`src/rtl/serial_frame_tx.sv`:
```
// Serial frame transmitter: FIFO-buffered {A,D} frames sent MSB first with a gated forwarded clock.
// Define SERIAL_FRAME_TX_PARITY_EN to insert an even-parity bit after the data field.
module serial_frame_tx #(
  parameter int unsigned A_W   = 7,
  parameter int unsigned D_W   = 8,
  parameter int unsigned DEPTH = 4,
  parameter int unsigned DIV   = 2
) (
  input  logic                       clk_in,
  input  logic                       reset_n,
  input  logic [A_W-1:0]             a_in,
  input  logic [D_W-1:0]             d_in,
  input  logic                       go,
  output logic                       ready,
  output logic                       out_d,
  output logic                       out_oe,
  output logic                       out_c,
  output logic                       busy,
  output logic [$clog2(DEPTH+1)-1:0] fifo_level
);

`ifdef SERIAL_FRAME_TX_PARITY_EN
  localparam int unsigned P_W = 1;
`else
  localparam int unsigned P_W = 0;
`endif
  localparam int unsigned FRAME_LEN = A_W + D_W + 4 + P_W;
  localparam int unsigned GAP0      = A_W + 1;
  localparam int unsigned GAP1      = FRAME_LEN - 2;
  localparam int unsigned CNT_W     = $clog2(DEPTH + 1);
  localparam int unsigned PTR_W     = $clog2(DEPTH);
  localparam int unsigned BIT_W     = $clog2(FRAME_LEN);
  localparam int unsigned PH_W      = $clog2(DIV);
  localparam int unsigned HALF      = DIV / 2;

  typedef enum logic [1:0] {IDLE, POP, SEND, GUARD} state_t;

  state_t               state;
  logic [A_W-1:0]       mem_a [DEPTH];
  logic [D_W-1:0]       mem_d [DEPTH];
  logic [PTR_W-1:0]     wr_ptr;
  logic [PTR_W-1:0]     rd_ptr;
  logic [CNT_W-1:0]     count;
  logic [FRAME_LEN-1:0] shreg;
  logic [BIT_W-1:0]     bit_idx;
  logic [PH_W-1:0]      ph;

  logic                 push_c;
  logic                 pop_c;
  logic                 active_nxt_c;
  logic                 ph_last_c;
  logic                 bit_last_c;
  logic [CNT_W-1:0]     count_nxt_c;
  logic [PH_W-1:0]      ph_nxt_c;
  logic [BIT_W-1:0]     bit_nxt_c;
  logic [FRAME_LEN-1:0] frame_c;

  // FIFO occupancy, counters and whether the FSM stays out of IDLE next cycle
  always_comb begin
    push_c      = go && ready;
    pop_c       = (state == POP);
    count_nxt_c = count;
    if (push_c && !pop_c) begin
      count_nxt_c = count + CNT_W'(1);
    end else if (!push_c && pop_c) begin
      count_nxt_c = count - CNT_W'(1);
    end
    ph_last_c  = (ph == PH_W'(DIV - 1));
    bit_last_c = (bit_idx == BIT_W'(FRAME_LEN - 1));
    ph_nxt_c   = ph + PH_W'(1);
    bit_nxt_c  = bit_idx + BIT_W'(1);
    case (state)
      IDLE:    active_nxt_c = (count != '0);
      GUARD:   active_nxt_c = !ph_last_c;
      default: active_nxt_c = 1'b1;
    endcase
  end

  // Whole frame in line order, first bit at the MSB; gap bits are carried as 1
  always_comb begin
`ifdef SERIAL_FRAME_TX_PARITY_EN
    frame_c = {1'b0, mem_a[rd_ptr], 1'b1, mem_d[rd_ptr],
               ^{mem_a[rd_ptr], mem_d[rd_ptr]}, 1'b1, 1'b0};
`else
    frame_c = {1'b0, mem_a[rd_ptr], 1'b1, mem_d[rd_ptr], 1'b1, 1'b0};
`endif
  end

  always_ff @(posedge clk_in) begin
    if (push_c) begin
      mem_a[wr_ptr] <= a_in;
      mem_d[wr_ptr] <= d_in;
    end
  end

  always_ff @(posedge clk_in or negedge reset_n) begin
    if (!reset_n) begin
      state      <= IDLE;
      wr_ptr     <= '0;
      rd_ptr     <= '0;
      count      <= '0;
      shreg      <= '0;
      bit_idx    <= '0;
      ph         <= '0;
      ready      <= 1'b1;
      busy       <= 1'b0;
      fifo_level <= '0;
      out_d      <= 1'b1;
      out_oe     <= 1'b1;
      out_c      <= 1'b1;
    end else begin
      if (push_c) wr_ptr <= wr_ptr + PTR_W'(1);
      if (pop_c)  rd_ptr <= rd_ptr + PTR_W'(1);
      count      <= count_nxt_c;
      fifo_level <= count_nxt_c;
      ready      <= (count_nxt_c < CNT_W'(DEPTH));
      busy       <= active_nxt_c || (count_nxt_c != '0);
      case (state)
        IDLE: begin
          if (count != '0) state <= POP;
        end
        POP: begin
          state   <= SEND;
          shreg   <= {frame_c[FRAME_LEN-2:0], 1'b0};
          bit_idx <= '0;
          ph      <= '0;
          out_d   <= frame_c[FRAME_LEN-1];
          out_oe  <= 1'b1;
          out_c   <= 1'b0;
        end
        SEND: begin
          if (!ph_last_c) begin
            ph    <= ph_nxt_c;
            out_c <= (ph_nxt_c >= PH_W'(HALF));
          end else begin
            ph <= '0;
            if (bit_last_c) begin
              state  <= GUARD;
              out_d  <= 1'b1;
              out_oe <= 1'b1;
              out_c  <= 1'b1;
            end else begin
              bit_idx <= bit_nxt_c;
              shreg   <= {shreg[FRAME_LEN-2:0], 1'b0};
              out_d   <= shreg[FRAME_LEN-1];
              out_oe  <= !((bit_nxt_c == BIT_W'(GAP0)) || (bit_nxt_c == BIT_W'(GAP1)));
              out_c   <= 1'b0;
            end
          end
        end
        GUARD: begin
          if (ph_last_c) begin
            state <= IDLE;
            ph    <= '0;
          end else begin
            ph <= ph_nxt_c;
          end
        end
        default: state <= IDLE;
      endcase
    end
  end

endmodule

```
`config.mk`:
```
export PLATFORM = sky130hd
export DESIGN_NAME = serial_frame_tx
export DESIGN_NICKNAME = d
export VERILOG_FILES = /design/src/rtl/serial_frame_tx.sv
export SDC_FILE = /design/constraint.sdc
export NUM_CORES = 1
export LEC_CHECK = 0
export CORE_UTILIZATION = 40
export DETAILED_ROUTE_END_ITERATION = 12
export GPL_ROUTABILITY_DRIVEN = 0
export SLEW_MARGIN = 20
export SYNTH_ARGS = -nofsm -noshare
export SYNTH_HDL_FRONTEND = slang
export SYNTH_SLANG_ARGS = --single-unit
```
`constraint.sdc`:
```
create_clock -name clk_in -period 1.7 [get_ports clk_in]
set_clock_uncertainty 0.05 [all_clocks]
set_input_delay 0.17 -clock clk_in [delete_from_list [all_inputs] [get_ports clk_in]]
set_output_delay 0.17 -clock clk_in [all_outputs]
set_load 0.05 [all_outputs]
```
==> flow_summary.toml, run 1 <==
[outcome]
status = "complete, but fails checks"
violations = "negative setup slack"

[global_route]
met1_usage_pct = 21.13
grt_max_degree = 26
antenna_found_initial = 0
top_usage_layer = "met2"
grt_use_met3_pct = 2.506
grt-ovfl-total = 0
met2_usage_pct = 25.95
grt_pass1_wl_um = 13270
gr-usage-all-layers_pct = 15.84
grt_pass1_vias = 2551

[timing]
drv_slew = 0
timing.final.crit_share_pct = 106.4
tightestPinTransition_ns = 0.5778
max_freq_ghz = 0.5529
rsz0062_at_grt = "true"
whs_ns = 0.2699
final.setup.worst_slack_ns = -0.1088
setup_viol = 2
min_period_ns = 1.809
hold_viol = 0
slew_headroom_pct = 61.48

[clock_network]
worstSkewPairLatency_ns = 0.37
cts.sinks = 97
cts-buffers-inserted = 9
ctsRootBufferMaster = "clkbuf_8"
clockBufferDepth = 2
h-tree-depth = 3
clkTransAtPathRegs_ns = 0.10
cts_tree = "done"

[yosys]
synth_top_area_cell = "edfxtp_1"
synth_top_area_share_pct = 43.17
synth_edf_count = 60
syn_inst = 289
synth.net_count = 323
synth_cell_types = 39
synth_flop_cell = "edfxtp_1"
yosysWarnings = 0
ys_seq_area_share_pct = 65.47
syn-cell-area_um2 = 4174
synthArstFlopShare_pct = 38.14
synth.avg_cell_area_um2 = 14.44
synth-seq-cells = 97
synth.area.top_cells = "edfxtp_1 43%, dfrtp_1 20%, mux4_2 8.1%, ha_1 4.8%, nand2_1 3.7%"

[setup_path]
cp-end-kind = "register"
cpMaxStageDelayCell = "or4_1"
cp_max_fo = 3
worst-r2r-cell-count = 4
max_stage_delay_ns = 0.50
cp_cell_sequence = "buf_4 -> ha_1 -> a221o_1 -> or4_1"
r2r_slack_ns = -0.11
cp-start-kind = "register"
worstPathRequired_ns = 1.90
critPathKind = "reg -> reg"
critPathArrivalTime_ns = 2.01

[pwr]
power.internal_uw = 5872
p_leak_uw = 0.002030
pwr_density_cell_nw_per_um2 = 1759
switching_share_pct = 37.33
p_seq_share_pct = 37.8
peakVddDrop_mv = 0.6606
comb_power_share_pct = 46.6
clkPwrFrac_pct = 15.6
switchingPower_uw = 3497

[floorplan]
initial_utilization_pct = 41.93
die-area_um2 = 10850
core_area_um2 = 9955
die_y_um = 104.2
rows = 36
die_x_um = 104.2
ios = 26

[job]
drv_cap = 0

[route]
firstDrtPassIters = 4
wirelength_um = 8249
drt-wirelength-per-cell_um = 16.66
drc = 0
via_per_inst = 5.192
vias = 2570
drtIter0Drc = 217
ant_nets = 0

[layout]
layout-drive-gt1-share_pct = 32.60
post-route-util_pct = 53.49
nets = 391
fillers = 836
antennaDiodeCount = 0
layout_common_cells = "60 x edfxtp_1, 40 x nand2_1, 37 x buf_4"
mostFrequentLayoutCell = "edfxtp_1"
area_growth_pct = 27.58

[placed_design]
dpl.hpwl_um = 5156
port_buffers = 25

[hold_path]
holdCritPathClass = "in -> async"
==> path summary, 6_finish.rpt <==
| path | start | end |
|---|---|---|
| setup / recovery | state[0] | busy |
| hold / removal | reset_n | busy |
| setup reg to reg | state[0] | busy |
| hold reg to reg | out_c | out_c |
| max in group asynchronous | reset_n | shreg[7] |
| min in group clk_in | a_in[4] | mem_a[2][4] |
==> stage by stage <==
step / area [µm²] / worst slack, ns / power [µW] / setup TNS (ns) / instances
after floorplan: 4198 / -0.1144 / 5954 / -0.4263 / 289
after global placement: 4940 / -0.08262 / 7428 / -0.2271 / 474
after detailed placement: 4940 / -0.1194 / 7512 / -0.3406 / 474
after CTS: 5194 / -0.06666 / 9082 / -0.1038 / 493
after global routing: 5325 / -0.1740 / 9951 / -0.3360 / 495
final: 5325 / -0.1088 / 9370 / -0.1650 / 495
==> power groups by stage <==
stage	logic (µW)	clock network [µW]	registers, µW
detailed placement	3940	0	3580
floorplan	2140	0	3810
finish	4360	1460	3540
global route	4760	1580	3610
CTS	4060	1500	3530
global placement	3890	0	3540
==> state kept, by name, summed over array words and instances, names as in the netlist <==
| name | flops |
|---|---|
| mem_d | 32 |
| mem_a | 28 |
| shreg | 17 |
| bit_idx | 5 |
| count | 3 |
| rd_ptr | 2 |
| state | 2 |
| wr_ptr | 2 |
| busy | 1 |
| out_c | 1 |
| out_d | 1 |
| out_oe | 1 |
| ph | 1 |
| ready | 1 |
==> layout make-up <==
class	instances	area [µm²]	area share (%)
repair buffers	72	737.0	13.84
clock buffers	9	123.9	2.326
inverters	14	52.55	0.9868
clock inverters	7	72.57	1.363
well taps	133	166.4	3.125
flip-flops and latches	97	2735	51.36
multi-input cells	163	1438	27.00
==> routing by layer <==
layer	up-vias	share of wire [%]
li1	1220	-
met1	1277	46
met2	64	49
met3	9	3.7
met4	0	1.6
met5	-	0
==> cell usage after synthesis, types with 3 or more instances <==
cell type  number
clkbuf_1        8
inv_1          14
edfxtp_1       60
nand3_1         6
o21ai_0        12
mux4_2         15
buf_4           3
xnor2_1         5
nand2_1        41
buf_2           4
xor2_1          4
ha_1           16
and3_1          4
a31oi_1        16
o22ai_1        15
dfrtp_1        33
dfstp_2         4
==> critical path: cells and delay by family, from the launching register on <==
kind,cells,cell delay [ns]
AOI/OAI and AO/OA,1,0.34
adders and majority gates,1,0.24
buffers and inverters,1,0.14
DFF,1,0.43
and+or+nand+nor,1,0.50
==> repair_timing <==
item / CTS / global route
cloned: 0 / 2
pin swaps: 7 / 5
resized for setup: 9 / 23
endpoints found under the hold margin: 19 / 0
buffers inserted: 2 / 0
hold buffers: 1 / 0
setup endpoints to repair: 9 / 23
==> cell families (layout without fill, tap and decap cells) <==
| logic type | after synthesis | count (layout) | share of synthesized area (%) |
|---|---|---|---|
| AOI/OAI and AO/OA | 53 | 53 | 7.854 |
| adders and majority gates | 18 | 18 | 5.276 |
| and+or+nand+nor | 66 | 66 | 7.944 |
| muxes | 17 | 17 | 8.573 |
| DFF | 97 | 97 | 65.47 |
| xor gates and xnor gates | 9 | 9 | 1.888 |
| buffers and inverters | 29 | 102 | 2.998 |
Power figures use the tool's default switching activity.
==> run 2, diff against run 1 <==
- CTS_BUF_LIST: default -> sky130_fd_sc_hd__clkbuf_2
==> run 2 against run 1 <==
Net effect:
- the flow still finishes with violations (negative setup slack)
- sequential share of layout area down 0.072 points
- via count down 0.47%
- sequential power about the same
- register-to-register slack about the same
- flip-flop and latch count unchanged
- final cell count up 0.61%
- clock power down 25%
- worst setup slack worse by 0.0038 ns
- global-route usage up 0.051 points
- critical path type unchanged
- clock-buffer cell count unchanged
- combinational power up 4%
- first-iteration DRC count down 21%
==> flow_summary.toml, run 2 (same netlist as run 1, synthesis figures left out) <==
[outcome]
status = "complete, but fails checks"
violations = "negative setup slack"

[floorplan]
initial_utilization_pct = 41.93
core_area_um2 = 9955
die_x_um = 104.2
die_y_um = 104.2
rows = 36
die-area_um2 = 10850
ios = 26

[clock_network]
clockBufferDepth = 2
cts_tree = "done"
clkTransAtPathRegs_ns = 0.29
cts-buffers-inserted = 9
ctsRootBufferMaster = "clkbuf_2"
cts.sinks = 97
worstSkewPairLatency_ns = 0.57
h-tree-depth = 3

[timing]
max_freq_ghz = 0.5517
drv_slew = 0
rsz0062_at_grt = "true"
whs_ns = 0.02024
tightestPinTransition_ns = 0.5577
final.setup.worst_slack_ns = -0.1125
hold_viol = 0
timing.final.crit_share_pct = 106.6
min_period_ns = 1.813
slew_headroom_pct = 62.82
setup_viol = 2

[layout]
regMostFlops = "mem_d"
multiInputGateArea_um2 = 1498
mostFrequentLayoutCell = "edfxtp_1"
layout_common_cells = "60 x edfxtp_1, 41 x nand2_1, 40 x buf_4"
largest_reg_flops = 32
post-route-util_pct = 53.57
top_regs = "mem_d (32), mem_a (28), shreg (17)"
fin_area_um2 = 5333
antennaDiodeCount = 0
regArea_um2 = 2735
layout-drive-gt1-share_pct = 35.62
area_growth_pct = 27.76
nets = 394
fillers = 839

[hold_path]
holdCritPathClass = "in -> async"

[route]
firstDrtPassIters = 4
ant_nets = 0
vias = 2558
drtIter0Drc = 171
wirelength_um = 8106
drc = 0
drt-wirelength-per-cell_um = 16.28
via_per_inst = 5.137

[global_route]
grt_pass1_wl_um = 13320
grt-ovfl-total = 0
gr-usage-all-layers_pct = 15.89
grt_pass1_vias = 2564
antenna_found_initial = 0
grt_max_degree = 26

[placed_design]
dpl.hpwl_um = 5156
port_buffers = 25
dpl_cell_area_um2 = 4940
place_ws_ns = -0.1194

[setup_path]
cp_max_fo = 2
critPathArrivalTime_ns = 2.26
cp_cell_sequence = "buf_4 -> ha_1 -> a221o_1 -> or4_1"
crit_buf_inv = 1
path_delay_family = "simple AND/OR/NAND/NOR gates"
cp-start-kind = "register"
max_stage_delay_ns = 0.50
worstPathRequired_ns = 2.14
cp-end-kind = "register"
critPathKind = "reg -> reg"
cpMaxStageDelayCell = "or4_1"

[job]
drv_cap = 0

[pwr]
p_leak_uw = 0.002037
pwr_density_cell_nw_per_um2 = 1724
peakVddDrop_mv = 0.6467
## run 2: cell count changes in the layout (fill, tap and decap cells not counted), sizes merged
cell	before	now
buf	54	57
## run 2: cell type report
class	count	area share (%)
clock buffer	9	0.8447
clock inverter	7	1.361
timing repair buffer	75	14.31
sequential	97	51.29
inverter	14	0.9855
tap	133	3.121
multi-input combinational	163	28.09
## run 2: final timing paths
| path | start | endpoint | slack, ns | cells after the start |
|---|---|---|---|---|
| worst max-delay path | state[1] | busy | -0.11 | 4 |
| worst min-delay path | reset_n | busy | 0.02 | 2 |
| worst max register to register | state[1] | busy | -0.11 | 4 |
| worst min register to register | out_c | out_c | 0.46 | 2 |
| max in group asynchronous | reset_n | shreg[13] | 1.02 | 3 |
| min in group clk_in | a_in[4] | mem_a[2][4] | 0.12 | 1 |
## run 2: stage by stage
stage               cells  total power, µW  setup TNS (ns)
CTS                   495             8831         -0.1839
floorplan             289             5954         -0.4263
global placement      474             7428         -0.2271
detailed placement    474             7512         -0.3406
global route          498             9807         -0.6430
finish                498             9196         -0.1802
## run 2: routing by layer
| layer | track usage (%) | up-vias | routed length, µm |
|---|---|---|---|
| met5 | 0 | - | 0 |
| met4 | 6.122 | 0 | 38 |
| met3 | 2.694 | 2 | 312 |
| met2 | 25.67 | 53 | 4052 |
| met1 | 21.53 | 1281 | 3703 |
| li1 | - | 1222 | - |
## run 2: timing repair
item                                    4_1_cts  5_1_grt
hold buffers                                  1        0
endpoints found under the hold margin        37        0
endpoints found under the setup margin       21       21
setup buffers                                 3        2
gates cloned                                  1        1
pin swaps                                     6        5
gates resized for setup                      13       28
## run 2: report_power, final
group / internal, µW / total [µW] / switching [µW]
Sequential: 3160 / 3550 / 385
Combinational: 2280 / 4550 / 2280
Clock: 240 / 1090 / 855
